===== src/rtl/branch_pkg.sv =====
// Shared types for the SIMT branch divergence stack: the branch class
// reported on diverging and the layout of one stack entry.
package branch_pkg;

  localparam int BR_SP_PER_MP = 8;
  localparam int BR_PC_WIDTH  = 32;

  typedef enum logic [1:0] {
    DIV_SPLIT = 2'd0,
    DIV_NONE  = 2'd1,
    DIV_ALL   = 2'd2,
    DIV_IDLE  = 2'd3
  } div_class_t;

  // phase 0: taken path running, not-taken path still pending.
  // phase 1: not-taken path running, original mask restored at reconvergence.
  typedef struct packed {
    logic [BR_PC_WIDTH-1:0]  pc;
    logic [BR_SP_PER_MP-1:0] nt_mask;
    logic [BR_PC_WIDTH-1:0]  rpc;
    logic [BR_SP_PER_MP-1:0] orig_mask;
    logic                    phase;
  } stack_entry_t;

endpackage


===== src/rtl/branch_stack_if.sv =====
// Fetch/issue side bundle of the branch stack: warp init, resolved branches,
// reconvergence probes in; mask, redirect and status out.
interface branch_stack_if
  import branch_pkg::*;
#(
  parameter int SP_PER_MP   = BR_SP_PER_MP,
  parameter int PC_WIDTH    = BR_PC_WIDTH,
  parameter int STACK_DEPTH = 4
);
  localparam int DW = $clog2(STACK_DEPTH + 1);

  logic                 init_valid;
  logic [SP_PER_MP-1:0] init_mask;
  logic                 branch_valid;
  logic [SP_PER_MP-1:0] taken;
  logic [PC_WIDTH-1:0]  branch_target;
  logic [PC_WIDTH-1:0]  fallthrough_pc;
  logic [PC_WIDTH-1:0]  reconv_pc;
  logic                 reconv_valid;
  logic [PC_WIDTH-1:0]  reconv_check_pc;

  logic [SP_PER_MP-1:0] active_mask;
  logic                 redirect_valid;
  logic [PC_WIDTH-1:0]  redirect_pc;
  logic [1:0]           diverging;
  logic                 stack_empty;
  logic                 stack_full;
  logic [DW-1:0]        depth;
  logic                 overflow_err;
  logic                 protocol_err;

  modport master (
    output init_valid, init_mask, branch_valid, taken, branch_target,
           fallthrough_pc, reconv_pc, reconv_valid, reconv_check_pc,
    input  active_mask, redirect_valid, redirect_pc, diverging,
           stack_empty, stack_full, depth, overflow_err, protocol_err
  );

  modport slave (
    input  init_valid, init_mask, branch_valid, taken, branch_target,
           fallthrough_pc, reconv_pc, reconv_valid, reconv_check_pc,
    output active_mask, redirect_valid, redirect_pc, diverging,
           stack_empty, stack_full, depth, overflow_err, protocol_err
  );

endinterface


===== src/rtl/branch_mask_split.sv =====
// Splits the active mask by per-SP branch outcome and classifies the branch
// (divergent / none taken / all taken / no active SP).
module branch_mask_split
  import branch_pkg::*;
#(
  parameter int SP_PER_MP = BR_SP_PER_MP
) (
  input  logic [SP_PER_MP-1:0] active_mask,
  input  logic [SP_PER_MP-1:0] taken,
  output logic [SP_PER_MP-1:0] tk,
  output logic [SP_PER_MP-1:0] nt,
  output div_class_t           br_class
);

  always_comb begin
    tk = active_mask & taken;
    nt = active_mask & ~taken;
    if (active_mask == '0)
      br_class = DIV_IDLE;
    else if (nt == '0)
      br_class = DIV_ALL;
    else if (tk == '0)
      br_class = DIV_NONE;
    else
      br_class = DIV_SPLIT;
  end

endmodule


===== src/rtl/branch_stack.sv =====
// Per-warp SIMT divergence stack: pushes on divergent branches, runs the
// taken path, then the not-taken path, then restores the mask at reconvergence.
module branch_stack
  import branch_pkg::*;
#(
  parameter int SP_PER_MP   = BR_SP_PER_MP,
  parameter int STACK_DEPTH = 4,
  parameter int PC_WIDTH    = BR_PC_WIDTH
) (
  input  logic         clk,
  input  logic         rst,
  branch_stack_if.slave bus
);

  localparam int DW = $clog2(STACK_DEPTH + 1);
  localparam int IW = (STACK_DEPTH > 1) ? $clog2(STACK_DEPTH) : 1;

  // Entries use the package widths; PC_WIDTH/SP_PER_MP must not exceed them.
  stack_entry_t         stack_q [STACK_DEPTH];
  logic [DW-1:0]        depth_q, depth_d;
  logic [SP_PER_MP-1:0] mask_q, mask_d;
  logic                 redir_q, redir_d;
  logic [PC_WIDTH-1:0]  redir_pc_q, redir_pc_d;
  div_class_t           div_q, div_d;
  logic                 empty_q, full_q;
  logic                 ovf_q, ovf_d;
  logic                 proto_q, proto_d;

  logic [SP_PER_MP-1:0] tk, nt;
  div_class_t           br_class;
  logic                 do_branch, do_reconv, reconv_hit, full_now;
  logic                 push, set_phase;
  logic [IW-1:0]        top_idx, push_idx;
  stack_entry_t         top_entry, new_entry;

  branch_mask_split #(.SP_PER_MP(SP_PER_MP)) u_split (
    .active_mask (mask_q),
    .taken       (bus.taken),
    .tk          (tk),
    .nt          (nt),
    .br_class    (br_class)
  );

  // Arbitration (init > branch > reconv) and the next-state decision.
  always_comb begin
    do_branch  = bus.branch_valid && !bus.init_valid;
    do_reconv  = bus.reconv_valid && !bus.init_valid && !bus.branch_valid;
    top_idx    = IW'(depth_q - 1'b1);
    push_idx   = IW'(depth_q);
    top_entry  = stack_q[top_idx];
    full_now   = (depth_q == DW'(STACK_DEPTH));
    reconv_hit = do_reconv && (depth_q != '0) &&
                 (top_entry.rpc == BR_PC_WIDTH'(bus.reconv_check_pc));
    new_entry  = '{pc:        BR_PC_WIDTH'(bus.fallthrough_pc),
                   nt_mask:   BR_SP_PER_MP'(nt),
                   rpc:       BR_PC_WIDTH'(bus.reconv_pc),
                   orig_mask: BR_SP_PER_MP'(mask_q),
                   phase:     1'b0};

    mask_d     = mask_q;
    depth_d    = depth_q;
    redir_d    = 1'b0;
    redir_pc_d = redir_pc_q;
    div_d      = div_q;
    ovf_d      = ovf_q;
    proto_d    = proto_q ||
                 ((32'(bus.init_valid) + 32'(bus.branch_valid) + 32'(bus.reconv_valid)) > 32'd1);
    push       = 1'b0;
    set_phase  = 1'b0;

    if (bus.init_valid) begin
      mask_d  = bus.init_mask;
      depth_d = '0;
    end else if (do_branch) begin
      div_d = br_class;
      case (br_class)
        DIV_ALL: begin
          redir_d    = 1'b1;
          redir_pc_d = bus.branch_target;
        end
        DIV_SPLIT: begin
          if (full_now) begin
            ovf_d = 1'b1;
          end else begin
            push       = 1'b1;
            mask_d     = tk;
            depth_d    = depth_q + 1'b1;
            redir_d    = 1'b1;
            redir_pc_d = bus.branch_target;
          end
        end
        default: ;
      endcase
    end else if (reconv_hit) begin
      if (!top_entry.phase) begin
        mask_d     = SP_PER_MP'(top_entry.nt_mask);
        redir_d    = 1'b1;
        redir_pc_d = PC_WIDTH'(top_entry.pc);
        set_phase  = 1'b1;
      end else begin
        mask_d  = SP_PER_MP'(top_entry.orig_mask);
        depth_d = depth_q - 1'b1;
      end
    end
  end

  always_ff @(posedge clk) begin
    if (rst) begin
      mask_q     <= '1;
      depth_q    <= '0;
      empty_q    <= 1'b1;
      full_q     <= 1'b0;
      redir_q    <= 1'b0;
      redir_pc_q <= '0;
      div_q      <= DIV_NONE;
      ovf_q      <= 1'b0;
      proto_q    <= 1'b0;
    end else begin
      mask_q     <= mask_d;
      depth_q    <= depth_d;
      empty_q    <= (depth_d == '0);
      full_q     <= (depth_d == DW'(STACK_DEPTH));
      redir_q    <= redir_d;
      redir_pc_q <= redir_pc_d;
      div_q      <= div_d;
      ovf_q      <= ovf_d;
      proto_q    <= proto_d;
    end
  end

  // Entry storage needs no reset; depth alone defines which entries are live.
  always_ff @(posedge clk) begin
    if (!rst) begin
      if (push)
        stack_q[push_idx] <= new_entry;
      if (set_phase)
        stack_q[top_idx].phase <= 1'b1;
    end
  end

  assign bus.active_mask    = mask_q;
  assign bus.redirect_valid = redir_q;
  assign bus.redirect_pc    = redir_pc_q;
  assign bus.diverging      = div_q;
  assign bus.stack_empty    = empty_q;
  assign bus.stack_full     = full_q;
  assign bus.depth          = depth_q;
  assign bus.overflow_err   = ovf_q;
  assign bus.protocol_err   = proto_q;

endmodule


===== src/flat_wrapper.sv =====
// flat-port wrapper written by rule: the top's interface ports become plain ports
module branch_stack_flat import branch_pkg::*;
#(
  parameter int SP_PER_MP   = BR_SP_PER_MP,
  parameter int STACK_DEPTH = 4,
  parameter int PC_WIDTH    = BR_PC_WIDTH
)
  (clk, rst, bus_init_valid, bus_init_mask, bus_branch_valid, bus_taken, bus_branch_target, bus_fallthrough_pc, bus_reconv_pc, bus_reconv_valid, bus_reconv_check_pc, bus_active_mask, bus_redirect_valid, bus_redirect_pc, bus_diverging, bus_stack_empty, bus_stack_full, bus_depth, bus_overflow_err, bus_protocol_err);
  branch_stack_if #(.SP_PER_MP(SP_PER_MP), .PC_WIDTH(PC_WIDTH), .STACK_DEPTH(STACK_DEPTH)) bus_i ();
  input  logic clk;
  input  logic rst;
  input wire logic [$bits(bus_i.init_valid)-1:0] bus_init_valid;
  input wire logic [$bits(bus_i.init_mask)-1:0] bus_init_mask;
  input wire logic [$bits(bus_i.branch_valid)-1:0] bus_branch_valid;
  input wire logic [$bits(bus_i.taken)-1:0] bus_taken;
  input wire logic [$bits(bus_i.branch_target)-1:0] bus_branch_target;
  input wire logic [$bits(bus_i.fallthrough_pc)-1:0] bus_fallthrough_pc;
  input wire logic [$bits(bus_i.reconv_pc)-1:0] bus_reconv_pc;
  input wire logic [$bits(bus_i.reconv_valid)-1:0] bus_reconv_valid;
  input wire logic [$bits(bus_i.reconv_check_pc)-1:0] bus_reconv_check_pc;
  output wire logic [$bits(bus_i.active_mask)-1:0] bus_active_mask;
  output wire logic [$bits(bus_i.redirect_valid)-1:0] bus_redirect_valid;
  output wire logic [$bits(bus_i.redirect_pc)-1:0] bus_redirect_pc;
  output wire logic [$bits(bus_i.diverging)-1:0] bus_diverging;
  output wire logic [$bits(bus_i.stack_empty)-1:0] bus_stack_empty;
  output wire logic [$bits(bus_i.stack_full)-1:0] bus_stack_full;
  output wire logic [$bits(bus_i.depth)-1:0] bus_depth;
  output wire logic [$bits(bus_i.overflow_err)-1:0] bus_overflow_err;
  output wire logic [$bits(bus_i.protocol_err)-1:0] bus_protocol_err;
  assign bus_i.init_valid = bus_init_valid;
  assign bus_i.init_mask = bus_init_mask;
  assign bus_i.branch_valid = bus_branch_valid;
  assign bus_i.taken = bus_taken;
  assign bus_i.branch_target = bus_branch_target;
  assign bus_i.fallthrough_pc = bus_fallthrough_pc;
  assign bus_i.reconv_pc = bus_reconv_pc;
  assign bus_i.reconv_valid = bus_reconv_valid;
  assign bus_i.reconv_check_pc = bus_reconv_check_pc;
  assign bus_active_mask = bus_i.active_mask;
  assign bus_redirect_valid = bus_i.redirect_valid;
  assign bus_redirect_pc = bus_i.redirect_pc;
  assign bus_diverging = bus_i.diverging;
  assign bus_stack_empty = bus_i.stack_empty;
  assign bus_stack_full = bus_i.stack_full;
  assign bus_depth = bus_i.depth;
  assign bus_overflow_err = bus_i.overflow_err;
  assign bus_protocol_err = bus_i.protocol_err;
  branch_stack #(.SP_PER_MP(SP_PER_MP), .STACK_DEPTH(STACK_DEPTH), .PC_WIDTH(PC_WIDTH)) u_core (.clk(clk), .rst(rst), .bus(bus_i));
endmodule

===== config.mk =====
export PLATFORM = sky130hd
export DESIGN_NAME = branch_stack_flat
export DESIGN_NICKNAME = d
export VERILOG_FILES = /design/src/rtl/branch_pkg.sv /design/src/rtl/branch_stack_if.sv /design/src/rtl/branch_mask_split.sv /design/src/rtl/branch_stack.sv /design/src/flat_wrapper.sv
export SDC_FILE = /design/constraint.sdc
export NUM_CORES = 1
export LEC_CHECK = 0
export ABC_AREA = 0
export BUFFER_PORTS_ARGS = -buffer_cell sky130_fd_sc_hd__buf_2
export CORE_UTILIZATION = 35
export CTS_CLUSTER_DIAMETER = 50
export DETAILED_ROUTE_END_ITERATION = 10
export MAX_ROUTING_LAYER = met4
export PLACE_DENSITY = 0.53
export SLEW_MARGIN = 30
export SYNTH_ARGS = -nofsm -noshare
export SYNTH_HDL_FRONTEND = slang
export SYNTH_SLANG_ARGS = --single-unit

===== constraint.sdc =====
create_clock -name clk -period 11.65 [get_ports clk]
set_clock_uncertainty 0.1 [all_clocks]
set_input_delay 0 -clock clk [delete_from_list [all_inputs] [get_ports clk]]
set_output_delay 0 -clock clk [all_outputs]
set_load 0.1 [all_outputs]

==> flow_results.org <==
** Run status
- The flow ran to the end, and the final reports show no timing, DRC or antenna violations.

** Global route
- Pin count of the biggest net entering global routing :: 53
- The total overflow left after global routing is 0.
- Antenna violations before repair :: 3
- The via count of the first global-routing pass is 10150.
- Total global-route track usage :: 17.73%
- The first global-routing pass estimated 59690 um of wire.

** Floorplan
- Num rows :: 77
- The die covers 45810 sq um.
- Height of the chip :: 214.0 um
- Area of the placeable core :: 44320 sq um
- Once the floorplan was initialized, standard cells occupied 35.51% of the core.
- The floorplan step set the die width to 214.0 um.
- Top-level I/O count :: 199

** Logic synthesis
- Most used standard cell by instance count after synthesis :: sky130_fd_sc_hd__edfxtp_1
- In this run the biggest area consumer among cell types represents 61.83% of the synthesized area.
- Post-Synthesis Mean Instance Area :: 15.81 sq um
- Number of instances in the synthesized netlist :: 995
- Synthesized-area fraction occupied by adder cells :: 0.3976%
- Summing the areas of all compound-gate instances in the mapped netlist gives 3.157% of the synthesized area.
- Flops & latches, synth :: 374
- Proportion of synthesized area in mux cells :: 14.41%
- Asr flop ratio synth :: 0%
- Library cell occupying the most area in the post-synthesis netlist :: sky130_fd_sc_hd__edfxtp_1
- Number of distinct library cell variants in the gate-level netlist after synthesis :: 60
- Number of nets produced by synthesis :: 1149
- Number of warnings issued by yosys :: 0
- Commonest cells in the netlist :: 324 x sky130_fd_sc_hd__edfxtp_1, 141 x sky130_fd_sc_hd__nand2_1, 74 x sky130_fd_sc_hd__mux4_2
- Summing the areas of all and, or, nand and nor instances in the mapped netlist gives 9.955% of the synthesized area.
- For this run, the register share of the synthesized area comes to 68.19%.
- Fraction of synthesized cell area in xor and xnor cells :: 2.036%
- Ranked by total cell area, the synthesized netlist is headed by sky130_fd_sc_hd__edfxtp_1 62%, sky130_fd_sc_hd__mux4_2 11%, sky130_fd_sc_hd__dfxtp_1 6.4%.
- The most used flip-flop cell after synthesis is sky130_fd_sc_hd__edfxtp_1.
- Largest family of logic cells by synthesized area :: multiplexers
- Post-Syn Area :: 15740 sq um
- EDFF count, synth :: 324

** CTS
- Clk Tree Root Cell :: sky130_fd_sc_hd__clkbuf_16
- Clock tree synthesis inserted a total of 45 buffers.
- Worst-skew pair later-pin latency :: 0.56 ns
- No sink is reached through more buffers than the 3 on the longest clock path.
- TritonCTS built the clock tree.
- # clock sinks :: 374
- Clock-pin slew was measured on the worst setup and hold paths at 0.06 ns.
- The clock tree synthesis step divided the H-tree into 2 levels.

** Setup path
- At the worst endpoint, the arrival time is 6.05 ns.
- STA puts the critical path data required time at 11.99 ns.
- Among all stages on the critical path, the largest delay is contributed by sky130_fd_sc_hd__dfxtp_4.
- Type of element capturing the critical path :: flop
- Element type at the critical path start :: flop
- Maximum single-stage delay on the critical path :: 0.78 ns
- Of all nets on the critical path, the largest fanout is 52.
- By instance count, the cell type seen most on the critical path is sky130_fd_sc_hd__buf_4.
- The signal on the critical path passes through inv_1, buf_4, ha_4, buf_4, mux2i_1, xnor2_1, a2bb2oi_1, nor4_1, and4_1, a32oi_4, buf_4, mux2i_1, nor2_1, dlygate4sd3_1.
- The worst setup path is of the flop to flop kind.

** Drt
- WL/cell :: 19.59 um
- After the first detailed-routing iteration, the DRC count stood at 498.
- DRC violation count after routing :: 0
- For this block, the via count after detailed routing is 9656.
- The first TritonRoute pass finished after 5 iterations.
- After detailed routing, the total wire length is 39050 um.
- The detail route stage leaves a number of antenna-violating nets equal to 0.
- DR vias/cell :: 4.845

** Place
- The congestion estimate from routability-driven global placement came to 0.7546.
- Buffers on Ports :: 198
- Minimum setup slack after placement :: 5.994 ns
- Final HPWL from detailed placement :: 23770 um

** Min path
- Path class of the lowest-slack min-delay path :: input pin to flop

** Layout
- Of the cells placed in the final design, the portion with a size suffix greater than 1 is 27.18%.
- Fill cells :: 3973
- Layout overhead on the synthesized area :: 29.76%
- Final-stage net count :: 1517

** STA
- Max-slew violations :: 0
- After layout, the minimum clock period comes to 5.715 ns.
- For this run, the top clock speed supported by timing is 175.0 MHz.
- Number of failing hold endpoints at the final stage :: 0
- Worst-case headroom to the max-slew limit :: 44.81%
- Period utilization :: 49.06%
- Setup repair after global routing left no endpoint under its margin.
- Setup slack closes at 5.935 ns.
- Worst Max-Slew Pin Slew :: 0.8279 ns
- Setup total negative slack on the finished layout was measured at 0 ns.
- Setup violations remaining at the end of the flow were counted as 0.

** Pwr
- Power density of the placed cells :: 152.8 nW/um^2
- Maximum resistive drop on vdd :: 89.81 uV
- Summed over all cells, the static leakage comes to 7.607 nW.

** Job
- The tool flagged a number of max-cap violations equal to 0.
-- metrics by stage --
step | power [mW] | util [%] | hold WS, ns | cells | instance area (sq um)
2_1_floorplan | 1.676 | - | 0.05286 | 995 | 15740
3_3_place_gp | 1.752 | 39.26 | 0.1823 | 1752 | 17400
3_5_place_dp | 1.755 | 39.26 | 0.1953 | 1752 | 17400
4_1_cts | 3.159 | 46.05 | 0.01457 | 1990 | 20410
5_1_grt | 3.230 | 46.07 | 0.05806 | 1993 | 20420
6_report | 3.119 | 46.07 | 0.05307 | 1993 | 20420
-- logic make-up (layout without fill, tap and decap cells) --
| kind of cell | Yosys count | in the layout |
|---|---|---|
| buffers and inverters | 58 | 461 |
| other | 0 | 3 |
| AO/OA/AOI/OAI | 69 | 69 |
| adder cells (fa/ha/maj) | 5 | 5 |
| AND/OR/NAND/NOR | 321 | 321 |
| multiplexers | 134 | 134 |
| XOR/XNOR | 34 | 34 |
| flip-flops | 374 | 374 |
-- state kept, by name (all words and copies together) (netlist names) --
name	cells
u_core.bus.diverging	2
u_core.bus.redirect_pc	32
u_core.bus.stack_full	1
u_core.bus.redirect_valid	1
u_core.bus.depth	3
u_core.stack_q	324
u_core.bus.overflow_err	1
u_core.bus.protocol_err	1
u_core.bus.stack_empty	1
u_core.bus.active_mask	8
-- cells in the final DEF (no fill, tap or decap), types with 7 or more instances in the layout --
| cell type | netlist | final |
|---|---|---|
| sky130_fd_sc_hd__edfxtp_1 | 324 | 324 |
| sky130_fd_sc_hd__buf_2 | 14 | 198 |
| sky130_fd_sc_hd__dlygate4sd3_1 | 0 | 156 |
| sky130_fd_sc_hd__nand2_1 | 141 | 141 |
| sky130_fd_sc_hd__mux4_2 | 74 | 74 |
| sky130_fd_sc_hd__nor2b_1 | 73 | 73 |
| sky130_fd_sc_hd__mux2i_1 | 60 | 60 |
| sky130_fd_sc_hd__nor2_1 | 50 | 50 |
| sky130_fd_sc_hd__dfxtp_1 | 50 | 49 |
| sky130_fd_sc_hd__clkbuf_16 | 0 | 45 |
| sky130_fd_sc_hd__xnor2_1 | 27 | 27 |
| sky130_fd_sc_hd__a21oi_1 | 16 | 16 |
| sky130_fd_sc_hd__buf_4 | 9 | 16 |
| sky130_fd_sc_hd__nand4_1 | 12 | 12 |
| sky130_fd_sc_hd__nand2b_1 | 11 | 11 |
| sky130_fd_sc_hd__a31oi_1 | 11 | 11 |
| sky130_fd_sc_hd__clkbuf_1 | 18 | 9 |
| sky130_fd_sc_hd__nand3_1 | 8 | 8 |
| sky130_fd_sc_hd__o21ai_1 | 8 | 8 |
| sky130_fd_sc_hd__clkinv_2 | 0 | 7 |
-- power breakdown --
group / switching [mW] / total, mW / internal, mW
Clock: 0.540 / 1.36 / 0.816
Combinational: 0.165 / 0.280 / 0.115
Sequential: 0.0125 / 1.48 / 1.47
-- layout make-up --
cell class / instances / area, sq um / area share (%)
well taps: 592 / 740.7 / 3.628
inverters: 8 / 30.03 / 0.1471
flip-flops and latches: 374 / 10730 / 52.57
diodes: 3 / 7.507 / 0.03677
clock inverters: 26 / 259.0 / 1.268
repair buffers: 371 / 2684 / 13.14
clock buffers: 56 / 1187 / 5.815
multi-input cells: 563 / 4776 / 23.39
-- worst paths after layout --
path,depth (start not counted),startpoint,slack (ns),end
max,14,u_core.bus.depth[0],5.93,u_core.bus.redirect_pc[8]
max reg2reg,14,u_core.bus.depth[0],5.93,u_core.bus.redirect_pc[8]
min reg2reg,2,u_core.bus.diverging[0],0.40,u_core.bus.diverging[0]
min,2,bus_init_valid,0.05,u_core.bus.stack_full
-- critical path, delay by kind of cell, from the launching register on --
kind                       cells  cell delay [ns]
adders and majority gates      1             0.59
xor gates and xnor gates       1             0.15
DFF                            1             0.78
buffers and inverters          5             2.18
and+or+nand+nor                3             0.47
muxes                          2             0.56
AOI/OAI and AO/OA              2             0.67
-- metal layers --
layer | vias up | share of wire [%] | GRT usage (%)
met5 | - | 0 | -
met4 | 0 | 2.3 | 5.635
met3 | 59 | 5.3 | 3.050
met2 | 261 | 48 | 28.61
met1 | 4800 | 44 | 22.78
li1 | 4536 | - | -
-- timing repair --
item / CTS / global route
hold buffers: 156 / 0
gates resized for setup: 0 / 0
buffers inserted: 0 / 0
hold endpoints to repair: 332 / 0
No activity file was read; power rests on OpenSTA's default activity.
